==> src/rtl/dct_entry_writer.sv <==
// dct_entry_writer
// Collects the 8-byte ENTDAA payload (PID, BCR, DCR) from the bus receiver.
// Merges it with the assigned dynamic address and issues one 128-bit
// write to the Device Characteristic Table at the latched index.
module dct_entry_writer #(
    parameter int DCT_SIZE = 128
) (
    input  logic                        clk_i,
    input  logic                        rst_i,
    input  logic                        start_i,
    input  logic [$clog2(DCT_SIZE)-1:0] index_i,
    input  logic [6:0]                  dyn_addr_i,
    input  logic                        abort_i,
    input  logic                        byte_valid_i,
    input  logic [7:0]                  byte_data_i,
    output logic                        byte_ready_o,
    output logic                        dct_write_valid_o,
    input  logic                        dct_write_ready_i,
    output logic [$clog2(DCT_SIZE)-1:0] dct_index_o,
    output logic [127:0]                dct_wdata_o,
    output logic                        busy_o,
    output logic                        done_o,
    output logic                        aborted_o
);

    localparam int IDX_W = $clog2(DCT_SIZE);

    typedef enum logic [1:0] {
        IDLE    = 2'd0,
        COLLECT = 2'd1,
        WRITE   = 2'd2
    } state_t;

    state_t           state_q, state_d;
    logic [2:0]       cnt_q, cnt_d;
    // Payload bytes in arrival order: byte 0 occupies [63:56], byte 7 occupies [7:0].
    // This leaves PID = [63:16], BCR = [15:8] and DCR = [7:0].
    logic [63:0]      payload_q, payload_d;
    logic [IDX_W-1:0] index_q, index_d;
    logic [6:0]       dyn_q, dyn_d;
    logic             done_q, done_d;
    logic             aborted_q, aborted_d;
    logic [5:0]       byte_lsb;

    // Bit offset of the byte slot addressed by the counter: 8 * (7 - cnt).
    assign byte_lsb = {~cnt_q, 3'b000};

    // Next-state, payload capture and pulse generation.
    always_comb begin
        state_d   = state_q;
        cnt_d     = cnt_q;
        payload_d = payload_q;
        index_d   = index_q;
        dyn_d     = dyn_q;
        done_d    = 1'b0;
        aborted_d = 1'b0;
        case (state_q)
            IDLE: begin
                if (start_i) begin
                    state_d   = COLLECT;
                    index_d   = index_i;
                    dyn_d     = dyn_addr_i;
                    cnt_d     = 3'd0;
                    payload_d = '0;
                end
            end
            COLLECT: begin
                // An abort in the same cycle as a byte drops that byte.
                if (abort_i) begin
                    state_d   = IDLE;
                    aborted_d = 1'b1;
                end else if (byte_valid_i) begin
                    payload_d[byte_lsb +: 8] = byte_data_i;
                    cnt_d = cnt_q + 3'd1;
                    if (cnt_q == 3'd7) begin
                        state_d = WRITE;
                    end
                end
            end
            WRITE: begin
                // The entry is complete, so abort_i is ignored here.
                if (dct_write_ready_i) begin
                    state_d = IDLE;
                    done_d  = 1'b1;
                end
            end
            default: begin
                state_d = IDLE;
            end
        endcase
    end

    // State and datapath registers; reset drops any partial entry silently.
    always_ff @(posedge clk_i) begin
        if (rst_i) begin
            state_q   <= IDLE;
            cnt_q     <= 3'd0;
            payload_q <= '0;
            index_q   <= '0;
            dyn_q     <= 7'd0;
            done_q    <= 1'b0;
            aborted_q <= 1'b0;
        end else begin
            state_q   <= state_d;
            cnt_q     <= cnt_d;
            payload_q <= payload_d;
            index_q   <= index_d;
            dyn_q     <= dyn_d;
            done_q    <= done_d;
            aborted_q <= aborted_d;
        end
    end

    assign byte_ready_o      = (state_q == COLLECT);
    assign dct_write_valid_o = (state_q == WRITE);
    assign busy_o            = (state_q != IDLE);
    assign done_o            = done_q;
    assign aborted_o         = aborted_q;
    assign dct_index_o       = index_q;

    // DCT entry layout: word0 = PID[47:16], word1[15:0] = PID[15:0],
    // word2 = {BCR, DCR} in the low half, word3[6:0] = dynamic address.
    assign dct_wdata_o = {25'd0, dyn_q,
                          16'd0, payload_q[15:8], payload_q[7:0],
                          16'd0, payload_q[31:16],
                          payload_q[63:32]};

endmodule

==> config.mk <==
export PLATFORM = sky130hd
export DESIGN_NAME = dct_entry_writer
export DESIGN_NICKNAME = d
export VERILOG_FILES = /design/src/rtl/dct_entry_writer.sv
export SDC_FILE = /design/constraint.sdc
export NUM_CORES = 1
export LEC_CHECK = 0
export CORE_MARGIN = 2
export CORE_UTILIZATION = 41
export DETAILED_ROUTE_END_ITERATION = 10
export GPL_TIMING_DRIVEN = 0
export PLACE_DENSITY = 0.89
export REMOVE_ABC_BUFFERS = 1
export SLEW_MARGIN = 10
export SYNTH_ARGS = -nofsm -noshare
export SYNTH_HDL_FRONTEND = slang
export SYNTH_SLANG_ARGS = --single-unit
export TNS_END_PERCENT = 10
==> constraint.sdc <==
create_clock -name clk_i -period 2.31 [get_ports clk_i]
set_input_delay 0.462 -clock clk_i [delete_from_list [all_inputs] [get_ports clk_i]]
set_output_delay 0.462 -clock clk_i [all_outputs]
set_load 0.02 [all_outputs]
==> metrics.md, run 1 <==
| Metric | Value |
|---|---|
| Outcome | `complete, no violations` |
| Hold Crit Class | `reg -> reg` |
| Place WS | `-0.522 ns` |
| Total gr overflow | `0` |
| Avg Cell Area, Syn | `10.1 sq um` |
| Drt total wl | `8.67 mm` |
| Die Span Y | `96.8 microns` |
| H-tree depth | `3` |
| IO Port Bufs | `110` |
| RSZ-0062 raised after global routing | `no` |
| Largest net degree at the start of global routing | `34` |
| Vias post-DR | `2851` |
| RePlAce Congestion | `0.893` |
| Tot GR Track Use | `0.184` |
| Area after DPL | `0.00449 sq mm` |
| Peak supply drop | `0.000330 V` |
| Post-route DRC | `0` |
| Sequential element share of the synthesized area | `0.482` |
| Initial antenna violation count | `0` |
| Worst reg-to-reg path cell count | `6` |
| Yosys cell types | `42` |
| Most frequent cells in the layout | `clkdlybuf4s50_1, dfxtp_1, a22o_1` |
| CP Buf/Inv Count | `0` |
| CP required | `2.55 ns` |
| # rows | `33` |
| Area Overhead vs Synth | `34.1%` |
| Post-route ant nets | `0` |
| Cell Pwr Density | `614 mW/mm^2` |
| Tmin final | `2.22 ns` |
| Slew Viols, Final | `0` |
| Max Buffers Root-to-Sink | `2` |
| Sink Count | `85` |
| Final core utilization | `0.571` |
| First-pass GRT wire length | `14.1 mm` |
| HP Start | `dct_index_o[5]` |
| Pwr Total | `2.91 mW` |
| Worst Setup Start Kind | `register` |
| Setup ws final | `0.0878 ns` |
| Hold Crit Endpoint | `dct_index_o[5]` |
| Flops & latches, synth | `85` |
| Starting Density | `0.426` |
| Synthesis warning total | `0` |
| Post-DP HPWL | `6.42 mm` |
| Hold-fix buffers, CTS | `0` |
| Commonest non-fill, non-tap cell in the layout | `clkdlybuf4s50_1` |
| Worst path slowest cell | `or4bb_4` |
| Period utilisation layout | `0.962` |
| Cell Area, Synth | `0.00353 sq mm` |
| DR iter-0 viols | `158` |
| CTS root buf | `clkbuf_8` |
| Io pins | `168` |
| Hold Path Stages | `2` |
| Design Area, Final | `0.00474 sq mm` |
| Skew-Pair Late Insertion Delay | `0.35 ns` |
| CTS tree | `yes` |
| Vias in the first global route | `2724` |
| N_diodes | `0` |
| Top FF cell, synth | `dfxtp_1` |
| Total CTS buffers | `9` |
| Crit path largest cell delay | `0.51 ns` |
| Finish-stage setup viols | `0` |
| Post-synth EDFFs | `0` |
| Worst clock skew | `0.00741 ns` |
| R2R setup slack | `0.09 ns` |
| Hold Violations, Final | `0` |
| Vias per inst | `5.06` |
| Largest delay contributor family on the critical path | `adder cells` |
| Die W | `96.8 microns` |
| Critical path fanouts, max | `14` |
| Reg-to-Reg End | `payload_q[38]` |
| Core Footprint | `0.00830 sq mm` |
| Worst setup EP type | `register` |
| Final hold slack | `0.463 ns` |
| Max cap viols | `0` |
| Total die area | `0.00937 sq mm` |
| Max transition margin | `0.569` |
| Clock transition at path regs | `0.09 ns` |
| WP data arrival | `2.46 ns` |
| Leakage power | `1.84 nW` |
| Async set-reset flop share out of synthesis | `0` |
| Layout cells sized above 1 | `0.103` |
| Routed len/inst | `15.4 microns` |
| Worst-margin pin slew | `0.646 ns` |
| CP cell instances | `ha_1 -> ha_4 -> or4bb_4 -> o21ai_2 -> a21oi_2 -> a22o_1` |
| Fmax | `450 MHz` |
| Drt first pass iters | `4` |
| Nets | `487` |
| WS Path Type | `reg -> reg` |
| FF-to-FF Start | `cnt_q[0]` |
| Post-Synthesis Cells | `348` |
## cell usage after synthesis (2+ instances only)
cell type  number  area (sq um)
a21oi_1        17          85.1
a21oi_2         8          70.1
a22o_1         60           526
a22oi_1         3          22.5
a32o_1          2          20.0
and2_1          2          12.5
buf_1           8          30.0
buf_2           4          20.0
buf_4          58           435
clkbuf_1        4          15.0
dfxtp_1        85          1700
ha_1            6          75.1
inv_1           7          26.3
nand2_1        34           128
nand3_1         2          10.0
nand3b_1        2          15.0
nor2_1          7          26.3
nor2_2          3          18.8
nor2b_1         2          12.5
nor3_4          3          48.8
nor3b_1         3          22.5
o21ai_0         6          30.0
o2bb2ai_1       2          17.5
or4_1           2          15.0
## what timing repair did
action	CTS	global route
setup endpoints to repair	46	10
buffers inserted	0	1
gates resized for setup	7	3
## worst register-to-register path, cell delays in order, from the launching register on
cell and delay, ns:
dfxtp_2 0.39, ha_1 0.27, ha_4 0.40, or4bb_4 0.51, o21ai_2 0.14, a21oi_2 0.13
a22o_1 0.29
## kinds of logic after synthesis
family,synth area share
buf+inv,0.149
simple gates,0.118
other cells,0.00106
flops,0.482
fa+ha+maj,0.0213
compound gates,0.226
mux,0.00283
## cell type report
| cell class | instances | area (sq um) |
|---|---|---|
| Clock inverter | 7 | 81.3 |
| Fill cell | 706 | 3560 |
| Inverter | 7 | 26.3 |
| Sequential cell | 85 | 1710 |
| Multi-Input combinational cell | 238 | 1560 |
| Clock buffer | 9 | 124 |
| Tap cell | 105 | 131 |
| Timing Repair Buffer | 112 | 1110 |
## how the worst max path moves through the flow
| stage | from | to | slack, ns | depth (start not counted) |
|---|---|---|---|---|
| 2_1_floorplan | cnt_q[0] | payload_q[32] | 0.07 | 6 |
| 3_3_place_gp | byte_valid_i | payload_q[63] | -0.77 | 5 |
| 3_5_place_dp | rst_i | payload_q[50] | -0.52 | 4 |
| 4_1_cts | state_q[0] | byte_ready_o | -0.005 | 2 |
| 5_1_grt | cnt_q[0] | payload_q[38] | 0.005 | 6 |
| 6_report | cnt_q[0] | payload_q[38] | 0.09 | 6 |
## per-stage QoR
stage	setup TNS, ns	cells
after floorplan	0	330
after global placement	-48.83	545
after detailed placement	-25.95	546
after CTS	-0.00461	562
after global routing	0	563
final	0	563
## per-layer routing
metal	vias to the layer above	wire length (microns)	GRT usage
met5	-	0	0
met1	1371	3610	0.224
met3	16	585	0.0506
li1	1340	-	-
met4	0	104	0.0585
met2	124	4380	0.316
## where the power goes
group / internal, mW / switching [mW]
registers: 1.48 / 0.0131
clock network: 0.517 / 0.559
logic: 0.108 / 0.229
## state kept, by name (all words and copies together) (netlist names)
signal and count:
cnt_q 3, dyn_q 7, dct_index_o 7, aborted_o 1
payload_q 64, done_o 1, state_q 2
No activity file was read; power rests on OpenSTA's default activity.
==> run 2, diff against run 1 <==
Settings changed: ABC_AREA set to 1, CORE_UTILIZATION 41 to 44, PLACE_DENSITY 0.89 to 0.9.
==> run 2 against run 1 <==
Net effect: sequential cell count stayed put; register-to-register slack better by 0.03 ns; critical path type unchanged; combinational power is 83% higher; sequential power is 3% higher; via count is 39% higher; clock-buffer cell count is 3 higher; total power is 13% higher; critical endpoint is now payload_q[51]; clock power is 4% higher; non-clock buffer count is 5 higher.
==> metrics.md, run 2 <==
| Metric | Value |
|---|---|
| Vias in the first global route | `3581` |
| CP Buf/Inv Count | `3` |
| Cell Area, Synth | `0.00416 sq mm` |
| Post-route ant nets | `0` |
| Skew-Pair Late Insertion Delay | `0.35 ns` |
| Top FF cell, synth | `dfxtp_1` |
| Slew Viols, Final | `0` |
| Fmax | `457 MHz` |
| CP required | `2.59 ns` |
| Largest net degree at the start of global routing | `35` |
| Period utilisation layout | `0.948` |
| Peak supply drop | `0.000303 V` |
| RePlAce Congestion | `0.909` |
| Worst clock skew | `0.00502 ns` |
| Seq pwr share | `0.470` |
| Total gr overflow | `0` |
| Area Overhead vs Synth | `27.7%` |
| Starting Density | `0.453` |
| WS Path Type | `reg -> reg` |
| Flops & latches, synth | `85` |
| TNS Setup | `0 ns` |
| Post-synth top area share | `0.409` |
| Io pins | `168` |
| Hold-fix buffers, CTS | `0` |
| Worst-margin pin slew | `0.665 ns` |
| Power Internal | `2.32 mW` |
| WP data arrival | `2.47 ns` |
| Worst setup EP type | `register` |
| Synth cell count leaders | `nand2_1, nor2_1, dfxtp_1, buf_4, nand3_1` |
| Most frequent cells in the layout | `nand2_1, clkdlybuf4s50_1, nor2_1` |
| H-tree depth | `3` |
| IO Port Bufs | `110` |
| Yosys cell types | `25` |
| Async set-reset flop share out of synthesis | `0` |
| Max transition margin | `0.556` |
| Hold Crit Class | `reg -> reg` |
| Hold Crit Endpoint | `payload_q[56]` |
| Vias post-DR | `3969` |
| Max cap viols | `0` |
| Sw Share | `0.291` |
| CP cell instances | `inv_2 -> ha_2 -> clkinvlp_4 -> buf_4 -> nor2_1 -> nand3_1 -> a21oi_1` |
| Outcome | `complete, no violations` |
| Clock Power Share | `0.341` |
| Commonest non-fill, non-tap cell in the layout | `nand2_1` |
| DR iter-0 viols | `400` |
| Non-Filler Instances | `807` |
| Max Buffers Root-to-Sink | `2` |
| Largest delay contributor family on the critical path | `buffers and inverters` |
| Synth top area cells | `dfxtp_1, nand2_1, buf_4, nor2_1, nand3_1` |
| Sink Count | `85` |
| HP Start | `payload_q[56]` |
| Total CTS buffers | `9` |
| Vias per inst | `4.92` |
| R2R setup slack | `0.12 ns` |
| Hold Path Stages | `2` |
| Clock transition at path regs | `0.08 ns` |
| Layout cells sized above 1 | `0.0532` |
| # rows | `35` |
| Comb power frac | `0.189` |
| Post-Synthesis Cells | `590` |
| Post-DP HPWL | `7.34 mm` |
| Cell Pwr Density | `616 mW/mm^2` |
| Crit path largest cell delay | `0.51 ns` |
| Drt first pass iters | `6` |
| First-pass GRT wire length | `16.9 mm` |
| Worst path slowest cell | `ha_2` |
| Count leader, synth | `nand2_1` |
| Dpl cells | `783` |
| Hold Violations, Final | `0` |
| Nets | `725` |
| Finish-stage setup viols | `0` |
| Sequential element share of the synthesized area | `0.409` |
| Die W | `101 microns` |
| Initial antenna violation count | `0` |
| Synthesis warning total | `0` |
| Post-synth EDFFs | `0` |
| Psw | `0.953 mW` |
| Drt total wl | `10.7 mm` |
| Die Span Y | `101 microns` |
| Total die area | `0.0103 sq mm` |
| N_diodes | `0` |
| Avg Cell Area, Syn | `7.06 sq um` |
| Dominant cell type by area after synthesis | `dfxtp_1` |
| Post-route DRC | `0` |
| CTS tree | `yes` |
| Reg-to-Reg End | `payload_q[51]` |
| Critical path fanouts, max | `20` |
| Worst reg-to-reg path cell count | `7` |
| Largest register FFs | `64` |
| FF-to-FF Start | `cnt_q[0]` |
| Routed len/inst | `13.3 microns` |
| Leakage power | `2.09 nW` |
| Biggest register | `payload_q` |
| Worst Setup Start Kind | `register` |
| Core Footprint | `0.00920 sq mm` |
| Tmin final | `2.19 ns` |
| Tot GR Track Use | `0.206` |
| CTS root buf | `clkbuf_8` |
run 2: cell count changes in the layout (fill, tap and decap cells not counted), moves of 22 or more:
cell,before,now
a21oi_1,17,59
nand3_1,2,60
a22o_1,60,0
nor2_1,7,88
nand2_1,34,130
inv_1,7,29
run 2: area by class of cell:
| type | count | area (sq um) |
|---|---|---|
| tap | 111 | 139 |
| fill | 797 | 3880 |
| clock inverter | 4 | 72.6 |
| multi-input combinational | 444 | 1970 |
| sequential | 85 | 1700 |
| clock buffer | 12 | 135 |
| inverter | 34 | 131 |
| timing repair buffer | 117 | 1160 |
run 2: routing by layer:
metal	share of wire	vias to the layer above	GRT usage
met2	0.47	171	0.327
met1	0.42	1783	0.269
met3	0.075	36	0.0538
met5	0	-	0
met4	0.031	0	0.0780
li1	-	1979	-
run 2: power groups by stage:
stage	registers (mW)	clock network [mW]	logic (mW)
2_1_floorplan	1.63	0	0.301
3_3_place_gp	1.57	0	0.575
3_5_place_dp	1.57	0	0.583
4_1_cts	1.54	1.12	0.597
5_1_grt	1.55	1.20	0.672
6_report	1.54	1.12	0.618
run 2: worst max path at each step:
stage,endpoint,start,cells past startpoint
after CTS,payload_q[34],cnt_q[0],9
after detailed placement,payload_q[34],byte_valid_i,7
after global routing,payload_q[8],cnt_q[0],6
after global placement,cnt_q[0],rst_i,4
after floorplan,payload_q[34],cnt_q[0],9
final,payload_q[51],cnt_q[0],7
run 2: kinds of logic after synthesis:
kind of cell,after synthesis,share of synthesized area
AOI/OAI and AO/OA,77,0.0938
adders and majority gates,6,0.0180
buffers and inverters,119,0.174
DFF,85,0.409
other,1,0.000901
and+or+nand+nor,302,0.305
run 2: timing repair:
item / in CTS / in global routing
gates cloned: 1 / 1
pin swaps: 2 / 1
setup endpoints to repair: 64 / 32
setup buffers: 1 / 5
gates resized for setup: 1 / 5
run 2: tightest hold or removal path, cell delays in order (launching register included):
cell	delay, ns
dfxtp_1	0.31
nand2_1	0.06
a21oi_1	0.05
run 2: per-stage QoR:
stage          setup WS, ns  total power, mW  hold slack (ns)  cell area [sq um]  utilization
6_report              0.120             3.27            0.463               5320        0.578
2_1_floorplan         0.298             1.93            0.467               3780            -
3_5_place_dp         -0.623             2.16            0.453               5030        0.547
5_1_grt             -0.0135             3.42            0.480               5320        0.578
4_1_cts               0.112             3.26            0.464               5260        0.571
3_3_place_gp          -1.52             2.15            0.449               5020        0.546
==> run 3, diff against run 2 <==
Settings changed: CORE_ASPECT_RATIO set to 0.7.
==> run 3 against run 2 <==
Net effect: clock-buffer cell count grew 2; die area grew 0.12%; total power grew 7.3%; critical path depth shrank 1; critical endpoint is now payload_q[8]; largest power group unchanged.
==> metrics.md, run 3 (synthesized netlist as in run 2, its figures left out) <==
| Metric | Value |
|---|---|
| Outcome | `complete, no violations` |
| Post-route ant nets | `0` |
| Post-DP HPWL | `8.18 mm` |
| Period utilisation layout | `0.932` |
| Most frequent cells in the layout | `nand2_1, clkdlybuf4s50_1, nor2_1` |
| TNS Setup | `0 ns` |
| Seq pwr share | `0.439` |
| Worst setup EP type | `register` |
| Routed len/inst | `13.8 microns` |
| Commonest non-fill, non-tap cell in the layout | `nand2_1` |
| Vias per inst | `4.89` |
| Drt first pass iters | `5` |
| WS Path Type | `reg -> reg` |
| Max cap viols | `0` |
| RSZ-0062 raised after global routing | `yes` |
| Final hold slack | `0.459 ns` |
| Worst clock skew | `0.00706 ns` |
| Clock transition at path regs | `0.06 ns` |
| Final core utilization | `0.586` |
| N_diodes | `0` |
| Cell Pwr Density | `656 mW/mm^2` |
| Sink Count | `85` |
| Tmin final | `2.15 ns` |
| Total gr overflow | `0` |
| Hold Violations, Final | `0` |
| Total die area | `0.0103 sq mm` |
| Comb power frac | `0.173` |
| Largest net degree at the start of global routing | `46` |
| Hold-fix buffers, CTS | `0` |
| Sw Share | `0.284` |
| Psw | `0.997 mW` |
| Die W | `120 microns` |
| Largest register FFs | `64` |
| IO Port Bufs | `110` |
| Finish-stage setup viols | `0` |
| Vias in the first global route | `3643` |
| Starting Density | `0.455` |
| CP required | `2.58 ns` |
| Layout cells sized above 1 | `0.0450` |
| Critical path fanouts, max | `20` |
| Io pins | `168` |
| Hold Crit Class | `reg -> reg` |
| Total CTS buffers | `9` |
| CTS tree | `yes` |
| Slew Viols, Final | `0` |
| Non-Filler Instances | `813` |
| Die Span Y | `85.4 microns` |
| Worst-margin pin slew | `0.701 ns` |
| Fillers | `858` |
| WP data arrival | `2.42 ns` |
| Post-route DRC | `0` |
| Nets | `719` |
| DR iter-0 viols | `288` |
| Peak supply drop | `0.000387 V` |
| Biggest register | `payload_q` |
| CTS root buf | `clkbuf_16` |
| Max Buffers Root-to-Sink | `2` |
| Leakage power | `2.11 nW` |
| # rows | `29` |
| Power Internal | `2.52 mW` |
| Drt total wl | `11.2 mm` |
| Tot GR Track Use | `0.222` |
| H-tree depth | `3` |
| Dpl cells | `796` |
| Clock Power Share | `0.387` |
| Core Footprint | `0.00914 sq mm` |
| Post-CTS Setup Bufs | `0` |
| Fmax | `464 MHz` |
| Vias post-DR | `3972` |
| Area Overhead vs Synth | `28.7%` |
| Skew-Pair Late Insertion Delay | `0.34 ns` |
| Initial antenna violation count | `0` |
| Worst Setup Start Kind | `register` |
| Max transition margin | `0.530` |
| First-pass GRT wire length | `17.9 mm` |
| RePlAce Congestion | `0.948` |
==> run 3: cell count changes in the layout (fill, tap and decap cells not counted), sizes merged <==
cell,previous run,this run
buf,8,2
bufinv,2,0
clkbuf,12,14
clkinvlp,2,0
clkdlybuf4s50,109,108
dlygate4sd2,0,1
inv,32,33
==> run 3: cell type report <==
cell class | count | area, sq um | share of cell area
Multi-Input combinational cell | 444 | 1980 | 0.369
Sequential cell | 85 | 1700 | 0.318
Timing Repair Buffer | 111 | 1110 | 0.208
Clock buffer | 14 | 274 | 0.0511
Tap cell | 124 | 155 | 0.0290
Inverter | 34 | 128 | 0.0238
Clock inverter | 1 | 5.00 | 0.000934
==> run 3: path summary, 6_finish.rpt <==
| path | startpoint | to | slack [ns] | depth (start not counted) |
|---|---|---|---|---|
| min reg2reg | payload_q[58] | payload_q[58] | 0.46 | 2 |
| max | cnt_q[0] | payload_q[8] | 0.16 | 6 |
| min | payload_q[58] | payload_q[58] | 0.46 | 2 |
| max reg2reg | cnt_q[0] | payload_q[8] | 0.16 | 6 |
==> run 3: through the flow <==
| stage | instance area [sq um] | setup slack (ns) | power, mW |
|---|---|---|---|
| floorplan | 3780 | 0.298 | 1.93 |
| global placement | 5030 | -1.43 | 2.14 |
| detailed placement | 5050 | -0.612 | 2.16 |
| CTS | 5330 | 0.0298 | 3.52 |
| global route | 5360 | -0.0873 | 3.67 |
| finish | 5360 | 0.156 | 3.51 |
==> run 3: critical path: stages (launching register included) <==
cell and delay, ns:
dfxtp_2 0.47, inv_2 0.21, ha_2 0.48, inv_1 0.25, nor3_1 0.35, nand3_1 0.12
a21oi_1 0.19
==> run 3: layer usage <==
metal  GRT usage  share of wire
met1       0.310           0.46
met2       0.335           0.44
met3      0.0645          0.089
met4      0.0645          0.012
met5           0              0
==> run 3: timing repair <==
| item | 4_1_cts | 5_1_grt |
|---|---|---|
| gates cloned | 1 | 1 |
| pin swaps | 1 | 1 |
| setup endpoints to repair | 64 | 50 |
| resized for setup | 2 | 5 |
==> run 3: power by group through the flow <==
stage | sequential [mW] | combinational, mW | clock [mW]
final | 1.54 | 0.609 | 1.36
after detailed placement | 1.58 | 0.586 | 0
after floorplan | 1.63 | 0.301 | 0
after CTS | 1.54 | 0.596 | 1.38
after global placement | 1.57 | 0.572 | 0
after global routing | 1.55 | 0.666 | 1.46
